### src/rtl/fb_swap_controller.sv
// Double-buffer sequencer: swaps the front buffer on a vsync fall after a finished frame,
// clears the new back buffer through both write ports, then releases the renderer.
module fb_swap_controller #(
    parameter int         FB_SIZE     = 307200,
    parameter int         ADDR_W      = 19,
    parameter logic [3:0] CLEAR_COLOR = 4'h0,
    parameter bit         CLEAR_EN    = 1'b1
) (
    input  logic              clock,
    input  logic              reset,
    input  logic              vsync,
    input  logic              render_done,
    input  logic [ADDR_W-1:0] rnd_addr1,
    input  logic [ADDR_W-1:0] rnd_addr2,
    input  logic [3:0]        rnd_data1,
    input  logic [3:0]        rnd_data2,
    input  logic              rnd_wr1_en,
    input  logic              rnd_wr2_en,
    output logic [ADDR_W-1:0] addr_wr1,
    output logic [ADDR_W-1:0] addr_wr2,
    output logic [3:0]        data_wr1,
    output logic [3:0]        data_wr2,
    output logic              wr1_en,
    output logic              wr2_en,
    output logic              read_pick,
    output logic              render_go,
    output logic              busy,
    output logic [7:0]        missed_cnt
);

    localparam logic [1:0] ST_RENDER     = 2'd0;
    localparam logic [1:0] ST_WAIT_VSYNC = 2'd1;
    localparam logic [1:0] ST_CLEAR      = 2'd2;

    localparam logic [ADDR_W:0] FB_SIZE_P = (ADDR_W + 1)'(FB_SIZE);
    localparam logic [ADDR_W:0] ONE_P     = (ADDR_W + 1)'(1);
    localparam logic [ADDR_W:0] TWO_P     = (ADDR_W + 1)'(2);

    logic [1:0]      state;
    logic [ADDR_W:0] ptr;
    logic [ADDR_W:0] ptr_p1;
    logic [ADDR_W:0] ptr_p2;
    logic            vsync_p0;
    logic            vsync_p1;
    logic            vsync_p2;
    logic            vfall;

    function automatic logic [7:0] sat_inc(input logic [7:0] v);
        return (v == 8'hFF) ? v : v + 8'd1;
    endfunction

    // vsync_p0/p1 form the synchronizer, vsync_p2 is the previous synchronized sample
    assign vfall  = vsync_p2 & ~vsync_p1;
    assign ptr_p1 = ptr + ONE_P;
    assign ptr_p2 = ptr + TWO_P;
    assign busy   = (state != ST_RENDER);

    always_ff @(posedge clock or posedge reset) begin
        if (reset) begin
            state      <= ST_CLEAR;
            ptr        <= '0;
            vsync_p0   <= 1'b1;
            vsync_p1   <= 1'b1;
            vsync_p2   <= 1'b1;
            read_pick  <= 1'b0;
            render_go  <= 1'b0;
            missed_cnt <= 8'd0;
            addr_wr1   <= '0;
            addr_wr2   <= '0;
            data_wr1   <= 4'd0;
            data_wr2   <= 4'd0;
            wr1_en     <= 1'b0;
            wr2_en     <= 1'b0;
        end else begin
            vsync_p0  <= vsync;
            vsync_p1  <= vsync_p0;
            vsync_p2  <= vsync_p1;
            render_go <= 1'b0;
            case (state)
                ST_RENDER: begin
                    addr_wr1 <= rnd_addr1;
                    addr_wr2 <= rnd_addr2;
                    data_wr1 <= rnd_data1;
                    data_wr2 <= rnd_data2;
                    wr1_en   <= rnd_wr1_en;
                    wr2_en   <= rnd_wr2_en;
                    // A frame finishing on the same cycle as a vsync fall is not a miss;
                    // the swap simply waits for the following fall.
                    if (render_done)
                        state <= ST_WAIT_VSYNC;
                    else if (vfall)
                        missed_cnt <= sat_inc(missed_cnt);
                end
                ST_WAIT_VSYNC: begin
                    addr_wr1 <= rnd_addr1;
                    addr_wr2 <= rnd_addr2;
                    data_wr1 <= rnd_data1;
                    data_wr2 <= rnd_data2;
                    wr1_en   <= 1'b0;
                    wr2_en   <= 1'b0;
                    if (vfall) begin
                        read_pick <= ~read_pick;
                        if (CLEAR_EN) begin
                            state <= ST_CLEAR;
                            ptr   <= '0;
                        end else begin
                            render_go <= 1'b1;
                            state     <= ST_RENDER;
                        end
                    end
                end
                ST_CLEAR: begin
                    // ptr stops at or just past FB_SIZE; that extra cycle issues render_go
                    if (ptr < FB_SIZE_P) begin
                        addr_wr1 <= ptr[ADDR_W-1:0];
                        addr_wr2 <= ptr_p1[ADDR_W-1:0];
                        data_wr1 <= CLEAR_COLOR;
                        data_wr2 <= CLEAR_COLOR;
                        wr1_en   <= 1'b1;
                        wr2_en   <= (ptr_p1 < FB_SIZE_P);
                        ptr      <= ptr_p2;
                    end else begin
                        wr1_en    <= 1'b0;
                        wr2_en    <= 1'b0;
                        render_go <= 1'b1;
                        state     <= ST_RENDER;
                    end
                    if (vfall)
                        missed_cnt <= sat_inc(missed_cnt);
                end
                default: begin
                    state <= ST_CLEAR;
                    ptr   <= '0;
                end
            endcase
        end
    end

endmodule

### config.mk
export PLATFORM = sky130hd
export DESIGN_NAME = fb_swap_controller
export DESIGN_NICKNAME = d
export VERILOG_FILES = /design/src/rtl/fb_swap_controller.sv
export SDC_FILE = /design/constraint.sdc
export NUM_CORES = 1
export LEC_CHECK = 0
export ABC_AREA = 1
export BUFFER_PORTS_ARGS = -buffer_cell sky130_fd_sc_hd__buf_2
export CAP_MARGIN = 20
export CORE_MARGIN = 3
export CORE_UTILIZATION = 57
export DETAILED_ROUTE_END_ITERATION = 12
export PLACE_DENSITY = 0.95
export SLEW_MARGIN = 30
export SYNTH_ARGS = -nofsm -noshare
export SYNTH_HDL_FRONTEND = slang
export SYNTH_SLANG_ARGS = --single-unit
### constraint.sdc
create_clock -name clock -period 4.9 [get_ports clock]
set_input_delay 0.245 -clock clock [delete_from_list [all_inputs] [get_ports clock]]
set_output_delay 0.245 -clock clock [all_outputs]
set_load 0.05 [all_outputs]
==> out/results.ini <==
[outcome]
status=finished, final reports clean

[global_route]
grt_overflow=0
busiest_layer=met2
grt_max_degree=52
met3_usage=0.0484
grt_util_met2=0.442
grt_pass1_wl_microns=17700
grt.total_usage=0.257
antenna_found_initial=0
grt_pass1_vias=4000
met1_usage=0.313

[floorplan]
die_area_sq_mm=0.00843
io_pins=111
row_count=30
die_y_microns=91.8
die_w_microns=91.8
initial_core_util=0.602
core_area_sq_mm=0.00698

[power]
irDropWorstVdd_v=0.000149
power_density_mw_per_mm2=280
leakage_nw=2.91
p_total_mw=1.40

[timing]
rsz0062_at_grt=false
fmax_mhz=434
maxSlewHeadroom=0.436
post-route-period-util=0.471
hold_violations=0
worst_slew_pin_slew_ns=0.844
maxSlewViolCount=0
clock_skew_ns=0.0136
fin_ws_ns=2.59
setup_viol_count_final=0
final.min_clock_period_ns=2.31
setup_tns_ns=0

[cells_and_area]
nets=729
register_area_sq_mm=0.00206
layout_commonest_cell=nand2_1
post-route-util=0.716
drive_gt1_frac=0.220
area_growth_pct=19.0
diodes=0
final_cell_mix=307 x nand2_1, 110 x buf_2, 78 x dfrtp_1
multiInputGateArea_sq_mm=0.00187
fillerInstances=514

[cts]
cts.clk_slew.worst_paths_ns=0.08
cts_tree=yes
cts_made_buffers=9
clock_latency_ns=0.35
postCtsSetupBuffers=0
clkSinkCount=82
htree_levels=3
clk_path_buf_depth=2
root_buffer=clkbuf_8

[route]
wl_microns=10600
post_drt_wl_per_cell_microns=13.7
viasPerCell=5.33
firstDrtPassIters=6
drc=0
drtIter0Drc=377
ant_nets=0
via_count=4116

[critical_path]
critPathArrivalTime_ns=2.53
worstSetupPathType=reg2reg
end_kind=flip-flop
cp-start-kind=flip-flop
required_ns=5.13
cp_max_fo=35

[synthesis]
synth.avg_cell_area_sq_um=7.42
synth-seq-cells=82
yosysSeqAreaShare=0.490
synth_async_sr_flop_share=1.00
syn_inst=566
synth_cell_types=31
netlist_area_sq_mm=0.00420
yosysWarnings=0
synth_edf_count=0
synth_ff_type=dfrtp_1
synth_nets=624

[min_path]
hp-class=in2reg

[placement]
gp_congestion=0.888
portBuffers=110
place_ws_ns=2.64
hpwl_microns=7400

[flow_run]
drv_cap=0

## through the flow
stage                     hold WS [ns]  cells  area, sq um
after floorplan                  0.249    566         4200
after global placement           0.347    753         4760
after detailed placement         0.348    754         4780
after CTS                        0.124    772         5000
after global routing             0.120    772         5000
final                            0.126    772         5000
## what timing repair did
| item | CTS | global route |
|---|---|---|
| gates resized for setup | 0 | 0 |
| hold endpoints to repair | 28 | 0 |
| hold buffers | 2 | 0 |
## critical path: stages, from the launching register on
cell and delay, ns:
dfstp_2 0.56, ha_1 0.19, buf_4 0.36, nand3_4 0.15
nand2_1 0.65, inv_1 0.13, nand2_1 0.09, nand2_1 0.05
## path summary, 6_finish.rpt
kind / end / slack, ns / cells past startpoint / start
max in group asynchronous: ptr[16] / 3.75 / 5 / reset
hold reg to reg: vsync_p1 / 0.36 / 0 / vsync_p0
hold / removal: data_wr2[1] / 0.13 / 3 / rnd_data2[1]
setup reg to reg: ptr[5] / 2.59 / 7 / state[1]
setup / recovery: ptr[5] / 2.59 / 7 / state[1]
min in group asynchronous: missed_cnt[2] / 0.54 / 4 / reset
## logic make-up after synthesis
group	after synthesis	share of synthesized area
DFF	82	0.490
and+or+nand+nor	387	0.378
xor gates and xnor gates	8	0.0167
adders and majority gates	6	0.0179
AOI/OAI and AO/OA	27	0.0334
buffers and inverters	56	0.0640
## per-layer routing
layer / vias to the layer above / part of all wire / routed length, microns
met1: 1943 / 0.40 / 4230
met2: 197 / 0.51 / 5390
met5: - / 0 / 0
met3: 25 / 0.070 / 742
li1: 1951 / - / -
met4: 0 / 0.023 / 245
## power by group
group / switching, mW / internal [mW]
sequential: 0.0266 / 0.698
combinational: 0.128 / 0.0560
clock: 0.240 / 0.250
## registers in the layout, indices dropped and copies added, names as in the netlist
name	flops
vsync_p0	1
wr2_en	1
data_wr2	4
missed_cnt	8
addr_wr1	19
vsync_p1	1
render_go	1
vsync_p2	1
wr1_en	1
addr_wr2	19
state	2
data_wr1	4
ptr	19
read_pick	1
## final cells by class
class / instances / share of cell area
sequential: 82 / 0.411
multi-input combinational: 428 / 0.375
timing repair buffer: 116 / 0.124
clock buffer: 12 / 0.0290
inverter: 34 / 0.0263
tap: 96 / 0.0240
clock inverter: 4 / 0.0103
## cells in the mapped netlist (3+ instances only)
cell | n | area [sq um]
buf_4 | 3 | 22.5
buf_2 | 12 | 60.1
xnor2_1 | 6 | 52.6
nor2_2 | 3 | 18.8
ha_1 | 6 | 75.1
dfstp_2 | 4 | 105
nor2_4 | 3 | 33.8
nor2_1 | 25 | 93.8
nand4_1 | 5 | 31.3
nand2_2 | 4 | 25.0
dfrtp_1 | 78 | 1950
inv_1 | 32 | 120
buf_6 | 4 | 45.0
nand3_1 | 32 | 160
nand2_1 | 307 | 1150
o21ai_0 | 18 | 90.1
a21oi_1 | 6 | 30.0
No activity file was read; power rests on OpenSTA's default activity.
